File: src/rtl/wkup_bus_arbiter_pkg.sv
// Shared types for the result-wakeup broadcast path (arbiter and issue-queue tag compare).
package wkup_bus_arbiter_pkg;

  localparam int PREG_W = 6;

  typedef logic [31:0] word_t;

  typedef struct packed {
    logic [PREG_W-1:0] preg;
    word_t             data;
  } wkup_pkt_t;

endpackage

File: src/rtl/wkup_bus_arbiter_rr_multi_grant.sv
// Combinational round-robin picker: grants up to WKUP_COUNT candidates scanning from start_ptr.
module wkup_bus_arbiter_rr_multi_grant #(
  parameter int REQ_COUNT  = 4,
  parameter int WKUP_COUNT = 2,
  parameter int IDX_W      = $clog2(REQ_COUNT)
) (
  input  logic [REQ_COUNT-1:0]                  cand,
  input  logic [IDX_W-1:0]                      start_ptr,
  output logic [WKUP_COUNT-1:0][REQ_COUNT-1:0]  slot_sel,
  output logic [WKUP_COUNT-1:0]                 slot_valid,
  output logic [IDX_W-1:0]                      last_idx
);

  localparam int SLOT_W = (WKUP_COUNT > 1) ? $clog2(WKUP_COUNT) : 1;
  localparam int CNT_W  = SLOT_W + 1;
  localparam logic [IDX_W:0]   REQ_N = REQ_COUNT[IDX_W:0];
  localparam logic [CNT_W-1:0] WK_N  = WKUP_COUNT[CNT_W-1:0];

  logic [IDX_W:0]   sum;
  logic [IDX_W-1:0] idx;
  logic [CNT_W-1:0] cnt;

  // cnt is the number of grants already handed out; the next grant takes slot cnt.
  always_comb begin
    slot_sel   = '0;
    slot_valid = '0;
    last_idx   = start_ptr;
    cnt        = '0;
    sum        = '0;
    idx        = '0;
    for (int j = 0; j < REQ_COUNT; j++) begin
      sum = {1'b0, start_ptr} + (IDX_W + 1)'(j);
      if (sum >= REQ_N) sum = sum - REQ_N;
      idx = sum[IDX_W-1:0];
      if (cand[idx] && (cnt < WK_N)) begin
        slot_sel[cnt[SLOT_W-1:0]][idx] = 1'b1;
        slot_valid[cnt[SLOT_W-1:0]]    = 1'b1;
        last_idx                       = idx;
        cnt                            = cnt + CNT_W'(1);
      end
    end
  end

endmodule

File: src/rtl/wkup_bus_arbiter.sv
// Shares WKUP_COUNT registered wakeup slots among REQ_COUNT producers; losers park in a one-entry buffer.
module wkup_bus_arbiter #(
  parameter int REQ_COUNT  = 4,
  parameter int WKUP_COUNT = 2,
  parameter int PREG_W     = wkup_bus_arbiter_pkg::PREG_W
) (
  input  logic                               clk,
  input  logic                               rst,
  input  logic                               flush,
  input  logic [REQ_COUNT-1:0]               req_valid_i,
  input  logic [REQ_COUNT-1:0][PREG_W-1:0]   req_preg_i,
  input  logic [REQ_COUNT-1:0][31:0]         req_data_i,
  output logic [REQ_COUNT-1:0]               req_ready_o,
  output logic [WKUP_COUNT-1:0]              wkup_valid_o,
  output logic [WKUP_COUNT-1:0][PREG_W-1:0]  wkup_preg_o,
  output logic [WKUP_COUNT-1:0][31:0]        wkup_data_o
);

  import wkup_bus_arbiter_pkg::word_t;

  // Handshake: a producer result transfers on a cycle where req_valid_i[i] & req_ready_o[i].
  // ready is a pure register (~buf_valid), so a producer never sees a same-cycle valid->ready path.

  localparam int IDX_W = $clog2(REQ_COUNT);
  localparam logic [IDX_W-1:0] LAST_IDX = IDX_W'(REQ_COUNT - 1);

  logic [REQ_COUNT-1:0]               buf_valid;
  logic [REQ_COUNT-1:0][PREG_W-1:0]   buf_preg;
  word_t [REQ_COUNT-1:0]              buf_data;
  logic [IDX_W-1:0]                   rr_ptr;

  logic [REQ_COUNT-1:0]               cand;
  logic [REQ_COUNT-1:0][PREG_W-1:0]   cand_preg;
  word_t [REQ_COUNT-1:0]              cand_data;
  logic [REQ_COUNT-1:0]               granted;

  logic [WKUP_COUNT-1:0][REQ_COUNT-1:0] slot_sel;
  logic [WKUP_COUNT-1:0]                slot_valid;
  logic [WKUP_COUNT-1:0][PREG_W-1:0]    slot_preg;
  word_t [WKUP_COUNT-1:0]               slot_data;
  logic [IDX_W-1:0]                     last_idx;
  logic [IDX_W-1:0]                     next_ptr;
  logic                                 any_grant;

  // A buffered entry always outranks the (back-pressured, hence ignored) incoming one.
  always_comb begin
    cand      = buf_valid | req_valid_i;
    cand_preg = '0;
    cand_data = '0;
    for (int i = 0; i < REQ_COUNT; i++) begin
      cand_preg[i] = buf_valid[i] ? buf_preg[i] : req_preg_i[i];
      cand_data[i] = buf_valid[i] ? buf_data[i] : req_data_i[i];
    end
  end

  wkup_bus_arbiter_rr_multi_grant #(
    .REQ_COUNT  (REQ_COUNT),
    .WKUP_COUNT (WKUP_COUNT),
    .IDX_W      (IDX_W)
  ) u_rr_multi_grant (
    .cand       (cand),
    .start_ptr  (rr_ptr),
    .slot_sel   (slot_sel),
    .slot_valid (slot_valid),
    .last_idx   (last_idx)
  );

  always_comb begin
    granted   = '0;
    slot_preg = '0;
    slot_data = '0;
    for (int k = 0; k < WKUP_COUNT; k++) begin
      for (int i = 0; i < REQ_COUNT; i++) begin
        if (slot_sel[k][i]) begin
          granted[i]   = 1'b1;
          slot_preg[k] = slot_preg[k] | cand_preg[i];
          slot_data[k] = slot_data[k] | cand_data[i];
        end
      end
    end
  end

  assign any_grant   = slot_valid[0];
  assign next_ptr    = (last_idx == LAST_IDX) ? '0 : last_idx + IDX_W'(1);
  assign req_ready_o = ~buf_valid;

  always_ff @(posedge clk or posedge rst) begin
    if (rst) begin
      buf_valid    <= '0;
      buf_preg     <= '0;
      buf_data     <= '0;
      rr_ptr       <= '0;
      wkup_valid_o <= '0;
      wkup_preg_o  <= '0;
      wkup_data_o  <= '0;
    end else if (flush) begin
      buf_valid    <= '0;
      wkup_valid_o <= '0;
      wkup_preg_o  <= '0;
      wkup_data_o  <= '0;
    end else begin
      wkup_valid_o <= slot_valid;
      wkup_preg_o  <= slot_preg;
      wkup_data_o  <= slot_data;
      if (any_grant) rr_ptr <= next_ptr;
      for (int i = 0; i < REQ_COUNT; i++) begin
        if (buf_valid[i]) begin
          if (granted[i]) buf_valid[i] <= 1'b0;
        end else if (req_valid_i[i] && !granted[i]) begin
          buf_valid[i] <= 1'b1;
          buf_preg[i]  <= req_preg_i[i];
          buf_data[i]  <= req_data_i[i];
        end
      end
    end
  end

endmodule

File: config.mk
export PLATFORM = sky130hd
export DESIGN_NAME = wkup_bus_arbiter
export DESIGN_NICKNAME = d
export VERILOG_FILES = /design/src/rtl/wkup_bus_arbiter_pkg.sv /design/src/rtl/wkup_bus_arbiter_rr_multi_grant.sv /design/src/rtl/wkup_bus_arbiter.sv
export SDC_FILE = /design/constraint.sdc
export NUM_CORES = 1
export LEC_CHECK = 0
export ABC_AREA = 1
export CORE_ASPECT_RATIO = 1.2
export CORE_MARGIN = 2
export CORE_UTILIZATION = 40
export CTS_CLUSTER_DIAMETER = 30
export DETAILED_ROUTE_END_ITERATION = 6
export HOLD_SLACK_MARGIN = 0.05
export PLACE_DENSITY = 0.71
export SYNTH_ARGS = -nofsm -noshare
export SYNTH_HDL_FRONTEND = slang
export SYNTH_HIERARCHICAL = 1
export SYNTH_SLANG_ARGS = --single-unit
File: constraint.sdc
create_clock -name clk -period 8.4 [get_ports clk]
set_clock_uncertainty 0.05 [all_clocks]
set_input_delay 1.68 -clock clk [delete_from_list [all_inputs] [get_ports clk]]
set_output_delay 1.68 -clock clk [all_outputs]
set_load 0.01 [all_outputs]
==> results.tsv, run 1 <==
stage	metric	value	unit
yosys	sequential-to-total area share from yosys stat	43.3	%
yosys	#FFs+latches synth	236	
timing	Slew headroom	21.0	%
clock_network	post-cts resize count	0	
layout	Final Non-Filler Cells	2726	
route	DRC viols	0	
hold_path	hold path startpoint	buf_data[111]$_DFFE_PP0P_	
route	Via density	5.03	
grt	vias in the first global route	13700	
yosys	asr flop ratio synth	100	%
power_and_ir_drop	PwrDens	486	nW/um^2
power_and_ir_drop	Peak VDD IR	0.418	mV
yosys	top-count cell post-synth	nand2_1	
timing	final setup vio count	0	
critical_path	CP startpoint	req_valid_i[0]	
floorplanning	die span in x	173	um
place	placed cell count	2624	
layout	# diodes	0	
timing	Final Cycle Share	72.7	%
yosys	Synth Instances	2019	
hold_path	Tightest Hold Check Type	flip-flop to flip-flop	
floorplanning	Top Ports	241	
critical_path	crit path DAT	6500	ps
clock_network	CTS tree	built	
clock_network	Clock Latency Late Sink	560	ps
timing	total negative slack	0	ps
layout	final net count	2394	
power_and_ir_drop	Leakage Power	0.00955	uW
route	drt total wl	45700	um
critical_path	CP required	8790	ps
yosys	ys flop type	dfrtp_1	
floorplanning	# rows	74	
grt	initial antenna violation count	0	
place	buffers added on ports	240	
yosys	Synth top area share	43.3	%
critical_path	Worst R2R Start	buf_valid[2]$_DFF_PP0_	
route	antenna-violating nets left	0	
route	drt first pass iters	5	
timing	post-route minimum period	6100	ps
clock_network	post-CTS setup buffer count	0	
run_status	status	completed	
timing	Slew Limit Fails	0	
route	Initial DRC Count	1028	
place	post-detail-place hpwl	29700	um
timing	Slew @ Worst Pin	1190	ps
yosys	most instantiated cells after synthesis	652 x nand2_1, 322 x inv_1, 322 x nand3_1	
grt	grt ovf	0	
yosys	syn avg cell area	6.76	sq um
grt	global-route usage over all layers	26.0	%
timing	achievable frequency	164	MHz
critical_path	nature of the critical path endpoint	flip-flop	
layout	final instance area	18200	sq um
layout	Layout area overhead	33.2	%
yosys	Post-synth EDFFs	0	
clock_network	CTS sink cnt	236	
clock_network	deepest clock path buffer count	3	
yosys	leading area contributor after synthesis	dfrtp_1	
route	via count	13700	
place	DP Worst Slack	1780	ps
grt	first-pass GRT wire length	72900	um
yosys	post-synth net total	2188	
yosys	yosys warns	6	
floorplanning	die area	35600	sq um
timing	Final Hold Viols	0	
critical_path	crit path launch type	input pin	
floorplanning	die height	206	um
timing	RSZ-0062 raised after global routing	no	
floorplanning	Core Box Area	33800	sq um
clock_network	hold buffer count at cts	0	
yosys	Yosys cell types	26	
place	placed instance area	16300	sq um
critical_path	CP Class	input pin to flip-flop	
route	WL/cell	16.8	um
layout	fillers	3194	
clock_network	root buf cell	clkbuf_16	
layout	proportion of layout cells with a drive suffix above 1	7.00	%
job	max-cap violations	0	
power_and_ir_drop	total power draw	8830	uW
clock_network	TritonCTS Buffers	55	
clock_network	clock slew at reported path FFs	50	ps
grt	largest net degree at the start of global routing	144	
floorplanning	initial core utilization	40.4	%
yosys	top post-synthesis cells by area	dfrtp_1 43%, nand2_1 18%, nand3_1 12%	
place	placer congestion estimate	0.903	
timing	setup ws final	2300	ps
clock_network	H-tree depth	2	
critical_path	CP max FO	76	
yosys	Post-Syn Area	13600	sq um
-- state kept, by name (all words and copies together), names as in the netlist --
name and flops:
buf_data 128, buf_preg 24, buf_valid 4, rr_ptr 2, wkup_data_o 64, wkup_preg_o 12
wkup_valid_o 2
-- per-stage QoR --
stage / utilization (%) / hold WS [ps]
after floorplan: - / 403
after global placement: 48.2 / 415
after detailed placement: 48.2 / 423
after CTS: 53.7 / 434
after global routing: 53.7 / 449
final: 53.7 / 431
-- placed cells by master (no fill, tap or decap), types with 4 or more instances in the layout --
cell type | Yosys | routed
and3_1 | 4 | 4
buf_4 | 11 | 17
bufinv_16 | 0 | 6
clkbuf_16 | 0 | 55
clkdlybuf4s50_1 | 0 | 239
clkinv_2 | 0 | 9
clkinv_4 | 0 | 6
clkinvlp_4 | 0 | 9
dfrtp_1 | 236 | 232
dfrtp_2 | 0 | 4
ha_1 | 10 | 10
inv_1 | 322 | 321
inv_2 | 6 | 6
inv_6 | 2 | 13
nand2_1 | 652 | 651
nand2_2 | 4 | 5
nand2_4 | 4 | 4
nand3_1 | 322 | 322
nand4_1 | 5 | 5
nand4_4 | 0 | 4
nor2_1 | 161 | 161
o21ai_0 | 149 | 148
o21ai_1 | 14 | 11
o21ai_4 | 0 | 7
or2_2 | 4 | 4
-- worst max-delay path: stages --
cell and delay (ps):
clkdlybuf4s50_1 460, or2_2 340, inv_1 80, nand2_1 70
nand3_1 160, nand2_2 130, ha_1 270, inv_1 220
nand3_2 170, nand2_1 180, nand2_1 160, nand4_1 130
nand2_2 600, nor2_1 460, nand4_4 830, o21ai_0 550
-- cells by family after synthesis --
| family | synth area share (%) |
|---|---|
| buf+inv | 13.4 |
| simple gates | 36.0 |
| fa+ha+maj | 0.917 |
| flops | 43.3 |
| compound gates | 6.42 |
-- report_power, final --
| part | internal, uW | switching, uW |
|---|---|---|
| Sequential | 1640 | 236 |
| Combinational | 1570 | 3230 |
| Clock | 1420 | 737 |
-- cell type report --
cell class                 instances  area, sq um  share of cell area [%]
multi-input combinational       1345         6010                    33.1
clock inverter                    43          464                    2.56
inverter                         330         1260                    6.92
clock buffer                      59         1410                    7.77
sequential                       236         5910                    32.5
timing repair buffer             257         2540                    14.0
tap                              456          571                    3.14
-- per-layer routing --
layer	vias up	GRT usage, %	share of wire, %
met5	-	0	0
met4	0	14.5	5.0
met3	135	5.02	7.5
met2	602	43.2	47
met1	6350	31.9	40
li1	6634	-	-
-- path summary, 6_finish.rpt --
path | endpoint | slack, ps | depth (start not counted)
min | buf_data[111]$_DFFE_PP0P_ | 430 | 2
max reg2reg | buf_data[125]$_DFFE_PP0P_ | 3110 | 16
min reg2reg | buf_data[111]$_DFFE_PP0P_ | 430 | 2
min in group asynchronous | wkup_data_o[19]$_DFF_PP0_ | 1580 | 2
max | buf_data[125]$_DFFE_PP0P_ | 2300 | 16
max in group asynchronous | buf_valid[3]$_DFF_PP0_ | 5460 | 3
Note: power is estimated with default switching activity, not from simulation.
==> inputs of run 2 (changes only) <==
--- a/config.mk
+++ b/config.mk
@@ -12,7 +12,7 @@
 export CTS_CLUSTER_DIAMETER = 30
 export DETAILED_ROUTE_END_ITERATION = 6
 export HOLD_SLACK_MARGIN = 0.05
-export PLACE_DENSITY = 0.71
+export PLACE_DENSITY = 0.68
 export SYNTH_ARGS = -nofsm -noshare
 export SYNTH_HDL_FRONTEND = slang
 export SYNTH_HIERARCHICAL = 1
==> constraint.sdc (replaced) <==
create_clock -name clk -period 6.1 [get_ports clk]
set_clock_uncertainty 0.05 [all_clocks]
set_input_delay 1.22 -clock clk [delete_from_list [all_inputs] [get_ports clk]]
set_output_delay 1.22 -clock clk [all_outputs]
set_load 0.01 [all_outputs]
==> run 2 against run 1 <==
Setup slack worse by 590 ps. Routed wire length up 2.6%. Worst hold slack worse by 4.8 ps. Critical path depth up 2. Global-route usage up 0.25 points. Sequential power up 38%. Die area unchanged. Clock power up 41%. Largest cell class unchanged. Clock-buffer cell count up 2.
==> results.tsv, run 2 (synthesis results as in run 1) <==
stage	metric	value	unit	change
floorplanning	die area	35600	sq um	unchanged
clock_network	CTS tree	built		unchanged
layout	Largest register FFs	128		unchanged
grt	largest net degree at the start of global routing	163		was 144
layout	most flop-heavy register	buf_data		unchanged
floorplanning	Core Box Area	33800	sq um	unchanged
grt	initial antenna violation count	1		was 0
layout	most common cell after layout, fill and taps aside	nand2_1		unchanged
timing	post-route minimum period	4390	ps	
grt	grt ovf	0		unchanged
power_and_ir_drop	Psw	5830	uW	was 4200 uW
floorplanning	die height	206	um	unchanged
route	drt total wl	46900	um	was 45700 um
timing	Slew headroom	31.9	%	was 21.0%
clock_network	deepest clock path buffer count	3		unchanged
grt	global route hottest layer	met2		unchanged
clock_network	Clock Latency Late Sink	570	ps	was 560 ps
route	Initial DRC Count	1146		was 1028
floorplanning	Top Ports	241		unchanged
power_and_ir_drop	Logic pwr share	54.3	%	about the same
route	WL/cell	17.1	um	was 16.8 um
critical_path	kind of cell adding the most delay to the critical path	simple AND/OR/NAND/NOR gates		unchanged
critical_path	CP Class	input pin to flip-flop		unchanged
route	DRC viols	0		unchanged
critical_path	nature of the critical path endpoint	flip-flop		unchanged
power_and_ir_drop	PwrDens	673	nW/um^2	was 486 nW/um^2
timing	Slew Limit Fails	0		unchanged
route	antenna-violating nets left	0		unchanged
layout	Layout area overhead	34.3	%	was 33.2%
grt	GRT met1 Usage	34.0	%	was 31.9%
clock_network	clock slew at reported path FFs	50	ps	about the same
route	drt first pass iters	6		was 5
grt	met2 usage	42.2	%	was 43.2%
clock_network	H-tree depth	2		unchanged
route	Via density	5.03		about the same
critical_path	CP max stage cell	clkdlybuf4s50_1		was nand4_4
layout	commonest cells after routing, fill and taps aside	651 x nand2_1, 322 x nand3_1, 321 x inv_1		unchanged
timing	total negative slack	0	ps	unchanged
power_and_ir_drop	Sw Ratio	47.4	%	was 47.6%
place	buffers added on ports	240		unchanged
job	max-cap violations	0		unchanged
timing	Final Cycle Share	72.0	%	
power_and_ir_drop	Clk pwr share	24.7	%	was 24.4%
timing	Slew @ Worst Pin	1020	ps	was 1190 ps
place	post-detail-place hpwl	30200	um	was 29700 um
hold_path	Tightest Hold Check Type	flip-flop to flip-flop		unchanged
critical_path	crit path launch type	input pin		unchanged
timing	hold_ws	426	ps	was 431 ps
clock_network	TritonCTS Buffers	55		unchanged
clock_network	post-cts resize count	0		unchanged
clock_network	CTS sink cnt	236		unchanged
clock_network	hold buffer count at cts	0		unchanged
floorplanning	initial core utilization	40.4	%	unchanged
clock_network	post-CTS setup buffer count	0		unchanged
critical_path	crit path DAT	4780	ps	was 6500 ps
route	via count	13800		was 13.7k
grt	GR Util met3	4.69	%	was 5.02%
run_status	status	completed		unchanged
power_and_ir_drop	Peak VDD IR	0.526	mV	was 0.418 mV
timing	achievable frequency	228	MHz	
critical_path	WP buf/inv	4		was 3
floorplanning	die span in x	173	um	unchanged
critical_path	CP required	6490	ps	was 8790 ps
place	placer congestion estimate	0.876		was 0.903
layout	proportion of layout cells with a drive suffix above 1	7.42	%	was 7.00%
timing	RSZ-0062 raised after global routing	no		unchanged
grt	global-route usage over all layers	26.2	%	was 26.0%
grt	first-pass GRT wire length	73000	um	was 72900 um
timing	Final Hold Viols	0		unchanged
clock_network	root buf cell	clkbuf_16		unchanged
power_and_ir_drop	Leakage Power	0.00962	uW	was 0.00955 uW
grt	vias in the first global route	13400		was 13.7k
critical_path	slowest cell delay on critical path	460	ps	was 830 ps
layout	final net count	2403		was 2394
floorplanning	# rows	74		unchanged
power_and_ir_drop	Seq pwr share	21.0	%	was 21.3%
critical_path	CP max FO	31		was 76
timing	final setup vio count	0		unchanged
critical_path	cell breakdown of the critical path	clkdlybuf4s50_1 > or2_2 > inv_1 > nand2_1 > nand3_1 > nand2_2 > ha_1 > inv_1 > nand3_2 > nand2_1 > nand2_1 > nand2_1 > o21ai_4 > nor2_1 > nand4_4 > buf_4 > nand2_1 > o21ai_0		was clkdlybuf4s50_1 > or2_2 > inv_1 > nand2_1 > nand3_1 > nand2_2 > ha_1 > inv_1 > nand3_2 > nand2_1 > nand2_1 > nand4_1 > nand2_2 > nor2_1 > nand4_4 > o21ai_0
critical_path	Top cell by count, worst path	nand2_1		unchanged
power_and_ir_drop	P_int	6480	uW	was 4630 uW
layout	Largest regs	buf_data: 128 flops, wkup_data_o: 64 flops, buf_preg: 24 flops		unchanged
==> run 2: metal layers <==
layer / part of all wire [%] / vias up
li1: - / 6660
met5: 0 / -
met1: 42 / 6378
met2: 46 / 623
met4: 4.3 / 0
met3: 7.3 / 109
==> run 2: final timing paths <==
path                                           from                       end  slack, ps  cells after the start
max                                  req_valid_i[0]   buf_data[0]$_DFFE_PP0P_       1710                     18
min                        buf_data[82]$_DFFE_PP0P_  buf_data[82]$_DFFE_PP0P_        430                      2
max reg2reg                   rr_ptr[0]$_DFFE_PP0P_  buf_data[71]$_DFFE_PP0P_       2030                     16
min reg2reg                buf_data[82]$_DFFE_PP0P_  buf_data[82]$_DFFE_PP0P_        430                      2
max in group asynchronous                       rst    buf_valid[1]$_DFF_PP0_       3500                      3
min in group asynchronous                       rst  buf_data[20]$_DFFE_PP0P_       1060                      2
==> run 2: tightest hold or removal path, stage by stage, from the launching register on <==
cell     delay, ps
dfrtp_1        330
nand2_1         50
o21ai_0         60
==> run 2: power groups by stage <==
stage          clock [uW]  combinational [uW]  sequential, uW
2_1_floorplan           0                4480            2590
3_3_place_gp            0                6490            2590
3_5_place_dp            0                6590            2600
4_1_cts              3080                6640            2590
5_1_grt              3170                7430            2660
6_report             3040                6690            2590
==> run 2: final cells by class <==
cell class	instances	area, sq um
Multi-Input combinational cell	1345	6010
Clock buffer	61	1450
Inverter	330	1250
Fill cell	3173	15500
Tap cell	456	571
Sequential cell	236	5910
Antenna cell	1	2.50
Timing Repair Buffer	266	2620
Clock inverter	41	502
==> run 2: through the flow <==
stage               power [uW]  std cells  util (%)  setup slack [ps]  instance area [sq um]
floorplan                 7080       2019         -              1740                  13600
global placement          9090       2633      48.4              1310                  16400
detailed placement        9190       2633      48.4              1180                  16400
CTS                      12300       2735      54.2              1780                  18300
global route             13300       2736      54.2              1400                  18300
finish                   12300       2736      54.2              1710                  18300
==> edit: new RTL, settings of run 2 <==
The package constant `PREG_W` goes from 6 to 4.
--- a/src/rtl/wkup_bus_arbiter_pkg.sv
+++ b/src/rtl/wkup_bus_arbiter_pkg.sv
@@ -3,3 +3,3 @@
 
-  localparam int PREG_W = 6;
+  localparam int PREG_W = 4;
 
Ports: changed (resized req_preg_i and wkup_preg_o); port bits go from 241 to 229. No check against the original RTL was run, so the function may have changed too.
==> edit against run 2 <==
First-iteration DRC count is 14% lower; power is 3.2% higher; design area grew 0.48%; register-to-register slack worse by 0.21 ns; final cell count fell by 3.9%; worst setup slack worse by 0.21 ns; sequential cell count decreased by 12; routed wire length down 3.3%; area after synthesis up 4.7%; clock power fell by 4%; sequential share of layout area fell by 1.8 points; largest cell class unchanged; largest power group unchanged.
==> edit: results (changes against run 2) <==
logic_synthesis:
  synthFlopType: "dfrtp_1"
  synthArstFlopShare_pct: 100.0  # unchanged
  synthTopCellsByCount: "485 x nand2_1, 306 x inv_1, 306 x nand3_1"
  synth_cell_type_count: 28  # +7.7%
  ys_seq_area_share_pct: 39.26  # -4.0 points
  synth_nets: 2084  # -4.8%
  synth.area.top_cells: "dfrtp_1 39%, nand2_1 13%, nand3_1 11%"
  ys_warn_count: 6  # unchanged
cts:
  htreeDepth: 2  # unchanged
  cts_setup_buffers: 0  # unchanged
  cts_made_buffers: 51  # -7.3%
  hold_buffers: 0  # unchanged
  clk_path_buf_depth: 3  # unchanged
  path_clk_slew_ns: 0.05  # about the same
  ctsResizeCount: 0  # unchanged
  clk_latency_ns: 0.56
  cts-root-buf: "clkbuf_16"
global_routing:
  grt_max_degree: 150  # -8.0%
  antenna_found_initial: 1  # unchanged
  grt_pass1_vias: 13290  # -0.61%
  grt_util_all_layers_pct: 24.48  # -1.7 points
  grt_pass1_wl_um: 71290  # -2.4%
setup_path:
  r2r-end: "buf_data[63]$_DFFE_PP0P_"
  reg2reg_slack_ns: 1.82  # -0.21 ns
  cp_slowest_cell: "buf_4"
  arrival_ns: 5.03  # +0.25 ns
  reg2regPathDepth: 17  # +1
  r2r-start: "rr_ptr[0]$_DFFE_PP0P_"
  crit_fanout: 72  # +130%
  max_stage_delay_ns: 0.86  # +0.40 ns
worst_hold_path:
  hold_path.class: "flip-flop to flip-flop"
  min_from: "buf_preg[11]$_DFFE_PP0P_"
  whs_endpoint: "buf_preg[11]$_DFFE_PP0P_"
  hold_depth: 2  # unchanged
route:
  dr.pass1.iters: 6  # unchanged
  vias_per_cell: 5.069  # +0.72%
  wl_per_cell_um: 17.23  # +0.63%
  drtIter0Drc: 988  # -14%
power_and_ir_drop:
  p_leak_nw: 9.418  # -2.1%
  ir_worst_vdd_uv: 569.0  # +8.1%
timing:
  maxSlewHeadroom_pct: 20.46  # -11 points
  setup_viol: 0  # unchanged
placement:
  io_buffer_count: 228  # -5.0%
  place_area_mm2: 0.01654  # +1.1%
  place_congestion: 0.8903  # +1.6%
  dpl.hpwl_um: 29630  # -2.1%
final_layout:
  nFillCells: 3296  # +3.9%
  drive_above_1_share_pct: 20.27  # +13 points
  reg_top3: "buf_data (128), wkup_data_o (64), buf_preg (16)"
  final_nets: 2284  # -5.0%
run_status:
  status: "completed"
## edit: cell types whose count changed in the layout (fill, tap and decap cells not counted), sizes merged, moves of 7 or more
cell	run 2	this run
nand2	660	629
nand3	325	309
inv	335	322
clkdlybuf4s50	239	227
dfrtp	236	224
o21ai	166	158
nor2	161	154
## edit: worst max path at each step
stage | cells past startpoint | to | slack [ns] | from
floorplan | 1 | buf_data[0]$_DFFE_PP0P_ | 1.91 | rst
global placement | 18 | buf_preg[3]$_DFFE_PP0P_ | 1.09 | req_valid_i[2]
detailed placement | 18 | buf_data[63]$_DFFE_PP0P_ | 0.99 | req_valid_i[2]
CTS | 18 | buf_data[63]$_DFFE_PP0P_ | 1.56 | req_valid_i[0]
global route | 18 | buf_data[63]$_DFFE_PP0P_ | 1.20 | req_valid_i[2]
finish | 17 | buf_data[63]$_DFFE_PP0P_ | 1.50 | req_valid_i[3]
## edit: stage by stage
| step | worst slack (ns) | cells | hold slack, ns | power [W] | utilization (%) |
|---|---|---|---|---|---|
| floorplan | 1.906 | 1923 | 0.4050 | 0.007836 | - |
| global placement | 1.091 | 2532 | 0.4154 | 0.009551 | 47.14 |
| detailed placement | 0.9897 | 2532 | 0.4179 | 0.009698 | 47.14 |
| CTS | 1.557 | 2628 | 0.4303 | 0.01270 | 52.43 |
| global route | 1.198 | 2629 | 0.4467 | 0.01361 | 52.44 |
| finish | 1.496 | 2629 | 0.4308 | 0.01272 | 52.44 |
## edit: worst max-delay path: cells and delay by family
| family | cells | cell delay [ns] |
|---|---|---|
| AOI/OAI and AO/OA | 2 | 0.33 |
| adders and majority gates | 1 | 0.22 |
| buffers and inverters | 4 | 1.65 |
| and+or+nand+nor | 10 | 1.53 |
## edit: cells by family (layout without fill, tap and decap cells)
kind of cell,count (synthesis),count (layout),synth area share (%)
other,0,1,0
AOI/OAI and AO/OA,162,162,9.641
adders and majority gates,10,10,0.8764
and+or+nand+nor,1110,1110,35.84
DFF,224,224,39.26
buffers and inverters,417,660,14.38
## edit: layout make-up
type / count / share of cell area, %
Sequential cell: 224 / 30.48
Tap cell: 462 / 3.141
Antenna cell: 1 / 0.01360
Multi-Input combinational cell: 1282 / 36.34
Clock inverter: 39 / 2.706
Timing Repair Buffer: 250 / 13.47
Clock buffer: 57 / 7.396
Inverter: 314 / 6.451
## edit: power by group
part / switching (W) / total, W / internal [W]
clock: 0.000957 / 0.00293 / 0.00197
combinational: 0.00481 / 0.00726 / 0.00245
sequential: 0.000377 / 0.00253 / 0.00215
## edit: layer usage
layer  wire length [µm]  share of wire, %  track usage [%]
met1              19370                43            32.01
met2              21430                47            40.19
met3               2686               5.9            3.528
met4               1817               4.0            11.11
met5                  0                 0                0
